[src/rtl/cpu_irq_pkg.sv]
// Shared constants and helpers for the CPU interrupt generator.
// Latency: n/a (package only).
// Backpressure: n/a.
//
// Contents: channel ceiling, index type, IM0/IM1 default vector, IM2 vector offset.
package cpu_irq_pkg;

  localparam int IRQ_MAX_CH = 8;

  // Wide enough to index any of IRQ_MAX_CH sources.
  typedef logic [$clog2(IRQ_MAX_CH)-1:0] irq_idx_t;

  // RST 38h opcode: what the bus floats to for IM0/IM1 games.
  localparam logic [7:0] VEC_DEFAULT = 8'hFF;

  // IM2 tables hold 16-bit pointers, so consecutive sources are 2 bytes apart.
  function automatic logic [7:0] vec_offset(input irq_idx_t k);
    return {{(8 - $bits(irq_idx_t) - 1){1'b0}}, k, 1'b0};
  endfunction

endpackage

[src/rtl/irq_prio_enc.sv]
// Lowest-set-bit priority encoder; index 0 has the highest priority.
// Latency: combinational.
// Backpressure: none.
//
// Ports: req (N request bits) -> idx (lowest set index), vld (any bit set).
module irq_prio_enc
  import cpu_irq_pkg::*;
#(
  parameter int N = 2
) (
  input  logic [N-1:0] req,
  output irq_idx_t     idx,
  output logic         vld
);

  // Scan from the top down so the lowest set bit is the last to write idx.
  always_comb begin
    idx = '0;
    vld = 1'b0;
    for (int i = N - 1; i >= 0; i--) begin
      if (req[i]) begin
        idx = irq_idx_t'(i);
        vld = 1'b1;
      end
    end
  end

endmodule

[src/rtl/cpu_irq_gen.sv]
// Z80 interrupt generator: stretched NMI, prioritised ack-cleared INT, CPU clock enable.
// Latency: 1 clk_sys from a sampled source rise to nmi_n/int_n low; ack acts 1 clk after sampling.
// Backpressure: none; pending INTs persist until acknowledged or disabled, NMI retriggers reload.
//
// Ports: clk_sys, reset_n (async, active low); src/irq_en (NCH sources and enables);
//        cpu_m1/cpu_io (acknowledge = both high); cen, nmi_n, int_n, vec, pend (debug).
// Build option: define CPU_IRQ_VEC_EN for an IM2 vector on vec; otherwise vec is 8'hFF.
module cpu_irq_gen
  import cpu_irq_pkg::*;
#(
  parameter int         NCH      = 2,
  parameter int         NMI_CH   = 0,
  parameter int         NMI_HOLD = 255,
  parameter int         CEN_DIV  = 17,
  parameter logic [7:0] VEC_BASE = 8'hE0
) (
  input  logic           clk_sys,
  input  logic           reset_n,
  input  logic [NCH-1:0] src,
  input  logic [NCH-1:0] irq_en,
  input  logic           cpu_m1,
  input  logic           cpu_io,
  output logic           cen,
  output logic           nmi_n,
  output logic           int_n,
  output logic [7:0]     vec,
  output logic [NCH-1:0] pend
);

  localparam int NW = $clog2(NMI_HOLD + 1);
  // A divide-by-1 still needs a 1-bit counter that simply sits at zero.
  localparam int CW = (CEN_DIV > 1) ? $clog2(CEN_DIV) : 1;
  localparam logic [NW-1:0]  NMI_LOAD = NW'(NMI_HOLD);
  localparam logic [CW-1:0]  CEN_LAST = CW'(CEN_DIV - 1);
  // The NMI source never contributes to the INT pending set.
  localparam logic [NCH-1:0] INT_MASK = ~(NCH'(1) << NMI_CH);

  logic [NCH-1:0] src_q;
  logic           ack_q;
  logic [NCH-1:0] rise;
  logic           ack;
  logic           ack_first;
  logic [NW-1:0]  nmi_cnt;
  logic [CW-1:0]  cen_cnt;
  logic [NCH-1:0] pend_nxt;
  logic [NCH-1:0] clr_mask;
  irq_idx_t       enc_idx;
  logic           enc_vld;

  assign rise      = src & ~src_q & irq_en;
  assign ack       = cpu_m1 & cpu_io;
  // An acknowledge cycle spans several clk_sys cycles; only its first one counts.
  assign ack_first = ack & ~ack_q;

  irq_prio_enc #(.N(NCH)) u_enc (
    .req (pend),
    .idx (enc_idx),
    .vld (enc_vld)
  );

  assign clr_mask = (ack_first && enc_vld) ? (NCH'(1) << enc_idx) : '0;

  // Set after clear: a rise landing on the acknowledged bit keeps it pending.
  // Dropping an enable discards whatever was pending on that source.
  always_comb begin
    pend_nxt = ((pend & ~clr_mask) | rise) & irq_en & INT_MASK;
  end

  always_ff @(posedge clk_sys or negedge reset_n) begin
    if (!reset_n) begin
      src_q   <= '0;
      ack_q   <= 1'b0;
      pend    <= '0;
      nmi_cnt <= '0;
      cen_cnt <= '0;
    end else begin
      src_q <= src;
      ack_q <= ack;
      pend  <= pend_nxt;
      // Retrigger reloads the full hold time even mid-pulse.
      if (rise[NMI_CH]) begin
        nmi_cnt <= NMI_LOAD;
      end else if (nmi_cnt != '0) begin
        nmi_cnt <= nmi_cnt - NW'(1);
      end
      if (cen_cnt == CEN_LAST) begin
        cen_cnt <= '0;
      end else begin
        cen_cnt <= cen_cnt + CW'(1);
      end
    end
  end

  assign nmi_n = (nmi_cnt == '0);
  assign int_n = ~|pend;
  assign cen   = (cen_cnt == CEN_LAST);

`ifdef CPU_IRQ_VEC_EN
  logic [7:0] vec_q;

  // Vector holds across acks that find nothing pending.
  always_ff @(posedge clk_sys or negedge reset_n) begin
    if (!reset_n) begin
      vec_q <= VEC_BASE;
    end else if (ack_first && enc_vld) begin
      vec_q <= VEC_BASE + vec_offset(enc_idx);
    end
  end

  assign vec = vec_q;
`else
  assign vec = VEC_DEFAULT;
`endif

endmodule

[config.mk]
export PLATFORM = sky130hd
export DESIGN_NAME = cpu_irq_gen
export DESIGN_NICKNAME = d
export VERILOG_FILES = /design/src/rtl/cpu_irq_pkg.sv /design/src/rtl/irq_prio_enc.sv /design/src/rtl/cpu_irq_gen.sv
export SDC_FILE = /design/constraint.sdc
export NUM_CORES = 1
export LEC_CHECK = 0
export BUFFER_PORTS_ARGS = -buffer_cell sky130_fd_sc_hd__buf_2
export CAP_MARGIN = 20
export CORE_UTILIZATION = 40
export CTS_BUF_LIST = sky130_fd_sc_hd__clkbuf_4 sky130_fd_sc_hd__clkbuf_8
export DETAILED_ROUTE_END_ITERATION = 8
export PLACE_DENSITY = 0.73
export SLEW_MARGIN = 10
export SYNTH_ARGS = -nofsm -noshare
export SYNTH_HDL_FRONTEND = slang
export SYNTH_SLANG_ARGS = --single-unit
[constraint.sdc]
create_clock -name clk_sys -period 1.8 [get_ports clk_sys]
set_input_delay 0.36 -clock clk_sys [delete_from_list [all_inputs] [get_ports clk_sys]]
set_output_delay 0.36 -clock clk_sys [all_outputs]
set_load 0.02 [all_outputs]
Word level (Yosys, flattened, before mapping)
Index checks and enable logic that the tools add are counted.
{ "totals": {"register_bits": 17, "inputBits": 8, "output_inout_bits": 13} }
{ "classes": {"add_sub_neg": 2, "n_eq_ne": 1, "shifts": 1, "n_mux": 6, "bitwise_logic": 10, "reduce_logical": 5} }
{ "op_table": {"columns": ["operator", "count"], "rows": [
  ["$mux W8", 2],
  ["$and A2 B2 Y2", 4],
  ["$logic_not A8 Y1", 1],
  ["$reduce_bool A8 Y1", 1],
  ["$sub A8 B1 Y8 const B", 1],
  ["$add A5 B1 Y5 const B", 1],
  ["$eq A5 B5 Y1 const B", 1],
  ["$mux W5", 1],
  ["$not A2 Y2", 2],
  ["$shl A1 B3 Y2 const A", 1],
  ["$and A1 B1 Y1", 2],
  ["$mux W1", 2],
  ["$mux W2", 1],
  ["$or A2 B2 Y2", 1],
  ["$reduce_bool A2 Y1", 1],
  ["$logic_and A1 B1 Y1", 1],
  ["$logic_not A1 Y1", 1],
  ["$not A1 Y1", 1]
]} }

Logic depth before layout (Yosys ltp)
Gate-level depths: netlist of the first run.
{ "depth": {"depth_word": 8, "depth_mapped": 6} }

By module
From an unflattened synthesis of the first run, not the netlist that was laid out.
{ "unflattened": {"cells_unflattened": 93, "hier_area_um2": 947.2} }
{ "modules_own_cells": {"columns": ["mod", "instances", "cells_per_inst", "area_per_inst_um2"], "rows": [
  ["cpu_irq_gen", 1, 88, 915.9],
  ["irq_prio_enc", 1, 5, 31.3]
]} }

Least setup slack after synthesis of the first run
No wires, ideal clock.
{ "synth_timing": {"path_kind": "reg2out", "start": "register nmi_cnt[3]", "end": "output nmi_n", "t_arrival_ps": 1432, "setup_slack_ps": 8, "path_stages_with_launch": 5, "path_buffers": 2, "path_cell_list": "dfrtp_1 buf_6 or4_1 buf_2 nor3_2"} }
{ "synth_via": {"elab_chain_len": 1} }
{ "synth_lines": {"columns": ["item", "line_no", "text"], "rows": [
  ["from (decl)", "cpu_irq_gen.sv:43", "logic [NW-1:0] nmi_cnt;"],
  ["from (signal assigned)", "cpu_irq_gen.sv:84", "nmi_cnt <= nmi_cnt - NW'(1);"],
  ["$logic_not A8 Y1", "cpu_irq_gen.sv:94", "assign nmi_n = (nmi_cnt == '0);"],
  ["to (decl)", "cpu_irq_gen.sv:24", "output logic nmi_n,"]
]} }
Every way passes these cells.

Worst setup path after layout of the first run
{ "layout_timing": {"start": "register nmi_cnt[5]", "end": "output nmi_n"} }
Same word-level chain as after synthesis.

==> results.json, run 1 <==
{
  "syn_area_sq_um": 916,
  "clk_latency_ps": 290,
  "stdcell_count": 139,
  "hpwl_mm": 1.23,
  "num_vias": 731,
  "synth_cell_type_count": 37,
  "hold_depth": 1,
  "status": "finished with violations",
  "grtUsageTotal": 0.159,
  "drv_cap": 0,
  "route.detailed.drc": 0,
  "reg2reg_from": "nmi_cnt[5]$_DFFE_PN0P_",
  "syn_area_per_cell_sq_um": 9.85,
  "leakage_nw": 0.509,
  "crit_type": "reg2out",
  "fin_util": 0.519,
  "gp_congestion": 0.793,
  "synth-seq-cells": 17,
  "cts_buffers": 3,
  "seq_power_share": 0.502,
  "port_buffers": 11,
  "synthArstFlopShare": 1.00,
  "combPwrFrac": 0.290,
  "fmax_ghz": 0.530,
  "drive_above_1_share": 0.268,
  "rrSetupSlack_ps": 60,
  "r2r-end": "nmi_cnt[1]$_DFFE_PN0P_",
  "hold_end": "src_q[1]$_DFF_PN0_",
  "cellPowerDensity_nw_per_um2": 900,
  "fin_nets": 124,
  "fin_crit_ps": 1890,
  "grt_overflow": 0,
  "cp.required_ps": 1440,
  "clock_skew_ps": 3.63,
  "synth_cells": 93,
  "via_per_inst": 5.26,
  "worst_slack_ps": -87.6,
  "hold_start": "src[1]",
  "synthFlopType": "dfrtp_1",
  "netlist.top_cell.by_area": "dfrtp_1",
  "first_pass_iters": 4,
  "setup_violations": 1,
  "hold_violations": 0,
  "postRouteWirelength_mm": 1.76,
  "start_util": 0.444,
  "hp-class": "in2reg",
  "die-area_sq_um": 2490,
  "antenna_found_initial": 0,
  "die_h_um": 49.9,
  "area.growth.synth_to_final_pct": 16.8,
  "clkPwrFrac": 0.208,
  "synthTopCellsByArea": "dfrtp_1 (46%), buf_4 (8.2%), ha_1 (4.1%)",
  "clk_path_buf_depth": 2,
  "antenna_cells": 0,
  "design_area_sq_um": 1070,
  "core_sq_um": 2060,
  "placed_cell_area_sq_um": 961,
  "grt_max_degree": 18,
  "crit_slowest_cell": "or4_4",
  "grt_pass1_wl_mm": 2.86,
  "seq_area_frac_synth": 0.464,
  "peakVddDrop_uv": 365,
  "clk_pin_slew_ps": 100,
  "fp-row-count": 16,
  "arrival_ps": 1530,
  "cts.sinks": 17,
  "grt_pass1_vias": 697,
  "drv_slew": 0,
  "cp_cell_sequence": "or4_4 > nor3_4 > buf_6",
  "yosys.area.top_type_share": 0.464,
  "totalPowerFinal_uw": 963,
  "hold_ws_ps": 198,
  "cts.htree.levels": 1,
  "start_kind": "register",
  "dp_cells": 128,
  "worstSetupEndpointType": "output port",
  "fillers": 178,
  "synth_enable_flop_cells": 0,
  "crit_path_max_incr_delay_ps": 560,
  "cts_tree": "done",
  "swShare": 0.336,
  "reg2regPathDepth": 5,
  "cp_max_fo": 2,
  "rsz0062_at_grt": "yes",
  "violations": "negative setup slack",
  "clock-root-buffer": "clkbuf_4",
  "yosysMostFrequentCell": "dfrtp_1",
  "die_w_um": 49.9,
  "power.internal_uw": 640,
  "drtIter0Drc": 11,
  "ant_nets": 0,
  "p_sw_uw": 323,
  "post_drt_wl_per_cell_um": 12.7,
  "synth_common_cells": "dfrtp_1 (17), buf_4 (10), inv_1 (7), nand3_1 (5), nand2b_1 (4)",
  "finalCritPeriodShare": 1.05,
  "yosys_warnings": 0,
  "ios": 21
}
==> placed cells by master (no fill, tap or decap), drive strengths merged, types with 2 or more instances in the layout <==
cell    count
o21ai       6
nand3       5
nor3        4
conb        9
nand2       2
a31oi       2
xnor2       2
a21oi       2
buf        21
inv         7
dfrtp      17
nor4        3
nor2        3
ha          3
clkbuf      3
nand2b      4
==> how the worst max path moves through the flow <==
stage                                      start     to  cells after the start
after floorplan           nmi_cnt[3]$_DFFE_PN0P_  nmi_n                      4
final                     nmi_cnt[5]$_DFFE_PN0P_  nmi_n                      3
after global placement    nmi_cnt[5]$_DFFE_PN0P_  nmi_n                      3
after global routing      nmi_cnt[5]$_DFFE_PN0P_  nmi_n                      3
after detailed placement  nmi_cnt[5]$_DFFE_PN0P_  nmi_n                      3
after CTS                 nmi_cnt[5]$_DFFE_PN0P_  nmi_n                      3
==> final cells by class <==
cell class,instances,area (sq um),share of cell area
timing repair buffer,22,149,0.139
clock buffer,3,22.5,0.0211
clock inverter,1,5.00,0.00468
sequential,17,425,0.398
inverter,7,26.3,0.0246
tap,27,33.8,0.0316
multi-input combinational,62,408,0.381
==> cell families (layout without fill, tap and decap cells) <==
group,Yosys count,after routing,synth area share
compound gates,16,16,0.113
xor+xnor,2,2,0.0191
fa+ha+maj,3,3,0.0410
buf+inv,21,33,0.138
flops,17,17,0.464
mux,1,1,0.0109
other cells,2,9,0.00820
simple gates,31,31,0.205
==> registers in the layout (all words and copies together), names as in the netlist <==
| register | cells |
|---|---|
| ack_q | 1 |
| cen_cnt | 5 |
| nmi_cnt | 8 |
| pend | 1 |
| src_q | 2 |
==> through the flow <==
step	setup WS (ps)	setup TNS, ps
2_1_floorplan	7.99	0
6_report	-87.6	-87.6
5_1_grt	-151	-261
3_3_place_gp	142	0
4_1_cts	-90.2	-90.2
3_5_place_dp	67.5	0
==> critical path: cells and delay by family (launching register included) <==
kind | cells | cell delay (ps)
and+or+nand+nor | 2 | 720
DFF | 1 | 390
buffers and inverters | 1 | 140
==> routing by layer <==
layer  track usage  routed length, um
met5             0                  0
met3        0.0185                 63
met4         0.114                 63
met2         0.264                799
met1         0.189                835
==> power by group through the flow <==
stage | clock network [mW] | logic (mW) | registers (mW)
final | 0.201 | 0.279 | 0.484
after detailed placement | 0 | 0.260 | 0.489
after global placement | 0 | 0.246 | 0.483
after CTS | 0.209 | 0.277 | 0.481
after global routing | 0.227 | 0.309 | 0.490
after floorplan | 0 | 0.211 | 0.485
==> timing repair <==
item,in CTS,in global routing
gates resized for setup,7,0
pin swaps,2,1
setup buffers,3,3
endpoints found under the setup margin,2,3
hold endpoints to repair,17,0
hold buffers,1,0
No activity file was read; power rests on OpenSTA's default activity.
==> run 2, diff against run 1 <==
Settings changed: PLACE_DENSITY 0.73 to 0.76.
Clock period 1.8 ns to 1.6 ns, I/O delays scaled along.
==> run 2 against run 1 <==
Compared with the run above: the run still ends with negative setup slack left; first-iteration DRC count increased by 120%; clock skew increased by 3.1 ps; cell area unchanged; cell count unchanged; critical endpoint unchanged; clock power increased by 17%; largest power group unchanged.
==> results.json, run 2 (synthesis results as in run 1) <==
{
  "status": "finished with violations",
  "violations": "negative setup slack",
  "hold_ws_ps": 139,
  "hp-class": "in2reg",
  "core_sq_um": 2060,
  "cts.sinks": 17,
  "cellPowerDensity_nw_per_um2": 1020,
  "die_w_um": 49.9,
  "gp_congestion": 0.819,
  "route.detailed.drc": 0,
  "cp_max_fo": 2,
  "fp-row-count": 16,
  "post_drt_wl_per_cell_um": 12.3,
  "placed_cell_area_sq_um": 1000,
  "totalPowerFinal_mw": 1.10,
  "rsz0062_at_grt": "yes",
  "start_kind": "register",
  "setup_violations": 2,
  "clock-root-buffer": "clkbuf_4",
  "worstSetupEndpointType": "output port",
  "grt_pass1_wl_mm": 2.95,
  "clk_pin_slew_ps": 110,
  "crit_path_max_incr_delay_ps": 560,
  "die_h_um": 49.9,
  "crit_type": "reg2out",
  "port_buffers": 11,
  "cts.htree.levels": 1,
  "grt_pass1_vias": 707,
  "arrival_ps": 1530,
  "antenna_found_initial": 0,
  "layout_commonest_cell": "dfrtp_1",
  "fmax_ghz": 0.539,
  "via_per_inst": 5.19,
  "reg.largest.list": "nmi_cnt x8, cen_cnt x5, src_q x2",
  "crit_slowest_cell": "or4_4",
  "largest_reg_flops": 8,
  "clock_skew_ps": 6.74,
  "fin_crit_ps": 1850,
  "final_cell_mix": "dfrtp_1 (17), buf_4 (11), conb_1 (9), buf_2 (9), inv_1 (7)",
  "peakVddDrop_uv": 511,
  "num_vias": 721,
  "hold_violations": 0,
  "antenna_cells": 0,
  "die-area_sq_um": 2490,
  "area.growth.synth_to_final_pct": 16.8,
  "hold_depth": 1,
  "fin_nets": 124,
  "cp.required_ps": 1280,
  "cts_buffers": 3,
  "design_area_sq_um": 1070,
  "grt_overflow": 0,
  "fillers": 191,
  "ios": 21,
  "clk_path_buf_depth": 2,
  "top_register": "nmi_cnt",
  "drive_above_1_share": 0.268,
  "drv_cap": 0,
  "hpwl_mm": 1.22,
  "cts_tree": "done",
  "reg2regPathDepth": 4,
  "post-place-ws_ps": -2.14,
  "grt_max_degree": 18,
  "first_pass_iters": 4,
  "drtIter0Drc": 24,
  "grtUsageTotal": 0.160,
  "postRouteWirelength_mm": 1.70,
  "finalCritPeriodShare": 1.16,
  "start_util": 0.444,
  "cp_cell_sequence": "or4_4 > nor3_4 > buf_6",
  "clk_latency_ps": 290,
  "ant_nets": 0,
  "worst_slack_ps": -254,
  "leakage_nw": 0.509,
  "drv_slew": 0
}
[run 2: cell counts in the layout (fill, tap and decap cells not counted)]
Identical to the previous run, type by type.
[run 2: worst paths after layout]
path                                        start                      to  slack (ps)
setup / recovery           nmi_cnt[4]$_DFFE_PN0P_                   nmi_n        -250
hold / removal                             src[1]      src_q[1]$_DFF_PN0_         140
setup reg to reg           nmi_cnt[4]$_DFFE_PN0P_  nmi_cnt[1]$_DFFE_PN0P_          10
hold reg to reg                src_q[1]$_DFF_PN0_       pend[1]$_DFF_PN0_         510
max in group asynchronous                 reset_n  nmi_cnt[5]$_DFFE_PN0P_         860
min in group asynchronous                 reset_n      src_q[0]$_DFF_PN0_         460
[run 2: worst max-delay path: cells and delay by family, from the launching register on]
family,cells,cell delay [ps]
and+or+nand+nor,2,710
buffers and inverters,1,140
DFF,1,390
[run 2: report_power, final]
group          leakage, nW  internal, mW  switching (mW)
Sequential           0.182         0.492          0.0503
Clock               0.0177        0.0930           0.141
Combinational        0.309         0.142           0.177
Total                0.509         0.726           0.369
[run 2: through the flow]
stage	setup TNS, ps	utilization	cells
after floorplan	-82.3	-	100
after global placement	0	0.485	132
after detailed placement	-2.14	0.485	132
after CTS	-302	0.521	140
after global routing	-663	0.519	139
final	-291	0.519	139
[run 2: per-layer routing]
layer	wire length, um	GRT usage	share of wire
met1	773	0.201	0.45
met2	762	0.252	0.45
met3	124	0.0247	0.073
met4	44	0.105	0.026
met5	0	0	0
[run 2: cell type report]
| type | count | area (sq um) | area share |
|---|---|---|---|
| inverter | 7 | 26.3 | 0.0246 |
| multi-input combinational | 62 | 408 | 0.381 |
| sequential | 17 | 425 | 0.398 |
| clock inverter | 1 | 5.00 | 0.00468 |
| clock buffer | 3 | 22.5 | 0.0211 |
| tap | 27 | 33.8 | 0.0316 |
| timing repair buffer | 22 | 149 | 0.139 |
[run 2: timing repair]
action	CTS	global route
setup buffers	3	1
cloned	0	0
pin swaps	1	1
hold buffers	1	0
endpoints found under the setup margin	2	6
gates resized for setup	4	1
endpoints found under the hold margin	17	0
==> run 3, diff against run 2 <==
Settings changed: PLACE_DENSITY 0.76 to 0.68.
==> run 3 against run 2 <==
Compared with the run above: sequential share of layout area down 1.6 points; cell area grew 4.2%; worst setup slack better by 5.1 ps; count of clock-buffer cells in the layout unchanged; the flow still finishes with violations (negative setup slack); routed wire length up 0.65%; fmax rose by 0.27%.
==> results.json, run 3 (synthesis results as in run 1) <==
{
  "drive_above_1_share": 0.307,
  "top_register": "nmi_cnt",
  "die_h_um": 49.9,
  "fin_crit_ps": 1850,
  "cellPowerDensity_nw_per_um2": 980,
  "die-area_sq_um": 2490,
  "cp_max_fo": 2,
  "grt_overflow": 0,
  "post_drt_wl_per_cell_um": 12.2,
  "reg.largest.list": "nmi_cnt x8, cen_cnt x5, src_q x2",
  "cts_tree": "done",
  "stdcell_count": 141,
  "final_cell_mix": "dfrtp_1 (17), buf_4 (11), conb_1 (9), buf_2 (9), inv_1 (7)",
  "area.growth.synth_to_final_pct": 21.7,
  "fmax_ghz": 0.541,
  "drv_cap": 0,
  "arrival_ps": 1530,
  "setup_violations": 4,
  "route.detailed.drc": 0,
  "antenna_cells": 0,
  "worstSetupEndpointType": "output port",
  "grt_busiest_layer": "met2",
  "cts_buffers": 3,
  "clk_pin_slew_ps": 90,
  "largest_reg_flops": 8,
  "multiInputGateArea_sq_um": 430,
  "dp_cells": 133,
  "clock_skew_ps": 1.84,
  "violations": "negative setup slack",
  "drv_slew": 0,
  "finalCritPeriodShare": 1.16,
  "die_w_um": 49.9,
  "fillers": 190,
  "fin_setup_tns_ps": -450,
  "postRouteWirelength_mm": 1.72,
  "crit_type": "reg2out",
  "port_buffers": 11,
  "regArea_sq_um": 425,
  "worst_slack_ps": -249,
  "cts.htree.levels": 1,
  "clk_path_buf_depth": 2,
  "gp_congestion": 0.893,
  "num_vias": 715,
  "grtUsageTotal": 0.144,
  "clk_latency_ps": 290,
  "fp-row-count": 16,
  "drtIter0Drc": 11,
  "leakage_nw": 0.547,
  "clock-root-buffer": "clkbuf_4",
  "cp.required_ps": 1280,
  "first_pass_iters": 3,
  "fin_nets": 126,
  "cts.sinks": 17,
  "hold_ws_ps": 147,
  "core_sq_um": 2060,
  "grt_pass1_vias": 644,
  "peakVddDrop_uv": 544,
  "hp-class": "in2reg",
  "ios": 21,
  "start_kind": "register",
  "hpwl_mm": 1.16,
  "start_util": 0.444,
  "grt.met3_usage": 0.0278,
  "ant_nets": 0,
  "met2_usage": 0.232,
  "grt_pass1_wl_mm": 2.68,
  "antenna_found_initial": 0,
  "hold_violations": 0,
  "rsz0062_at_grt": "yes",
  "grt_max_degree": 18,
  "status": "finished with violations",
  "grtUsageMet1": 0.190,
  "via_per_inst": 5.07,
  "layout_commonest_cell": "dfrtp_1"
}
## run 3: repair_timing
action	CTS	global route
pin swaps	1	1
hold endpoints to repair	17	0
endpoints found under the setup margin	2	4
setup buffers	2	1
hold buffers	1	0
gates resized for setup	4	7
## run 3: routing by layer
metal	share of wire	up-vias	routed length, um
met3	0.048	4	82
met2	0.47	25	806
met1	0.47	335	799
li1	-	351	-
met4	0.016	0	27
met5	0	-	0
## run 3: cell type report
class	count	share of cell area
well taps	27	0.0303
repair buffers	24	0.154
flip-flops and latches	17	0.382
clock inverters	1	0.00449
clock buffers	3	0.0202
inverters	7	0.0236
multi-input cells	62	0.386
## run 3: worst paths after layout
| path | startpoint | endpoint | slack [ps] | depth (start not counted) |
|---|---|---|---|---|
| worst min register to register | src_q[1]$_DFF_PN0_ | pend[1]$_DFF_PN0_ | 520 | 2 |
| worst min-delay path | src[1] | src_q[1]$_DFF_PN0_ | 150 | 1 |
| max in group asynchronous | reset_n | cen_cnt[1]$_DFF_PN0_ | 860 | 2 |
| worst max register to register | nmi_cnt[4]$_DFFE_PN0P_ | nmi_cnt[1]$_DFFE_PN0P_ | -60 | 5 |
| worst max-delay path | nmi_cnt[4]$_DFFE_PN0P_ | nmi_n | -250 | 3 |
| min in group asynchronous | reset_n | src_q[0]$_DFF_PN0_ | 470 | 2 |
## run 3: critical path, stage by stage (launching register included)
cell and delay [ps]:
dfrtp_1 390, or4_4 560, nor3_4 160, buf_6 140
## run 3: metrics by stage
step | utilization | setup WS (ps) | instance area, sq um | power (mW)
CTS | 0.521 | -256 | 1070 | 1.09
global route | 0.541 | -313 | 1110 | 1.17
finish | 0.541 | -249 | 1110 | 1.09
detailed placement | 0.489 | -2.60 | 1010 | 0.855
floorplan | - | -75.2 | 958 | 0.788
global placement | 0.489 | 19.9 | 1010 | 0.843
## run 3: report_power, final
part / total [mW] / leakage [nW] / switching, mW / internal [mW]
combinational: 0.325 / 0.347 / 0.180 / 0.145
sequential: 0.544 / 0.182 / 0.0525 / 0.492
clock: 0.223 / 0.0177 / 0.130 / 0.0929
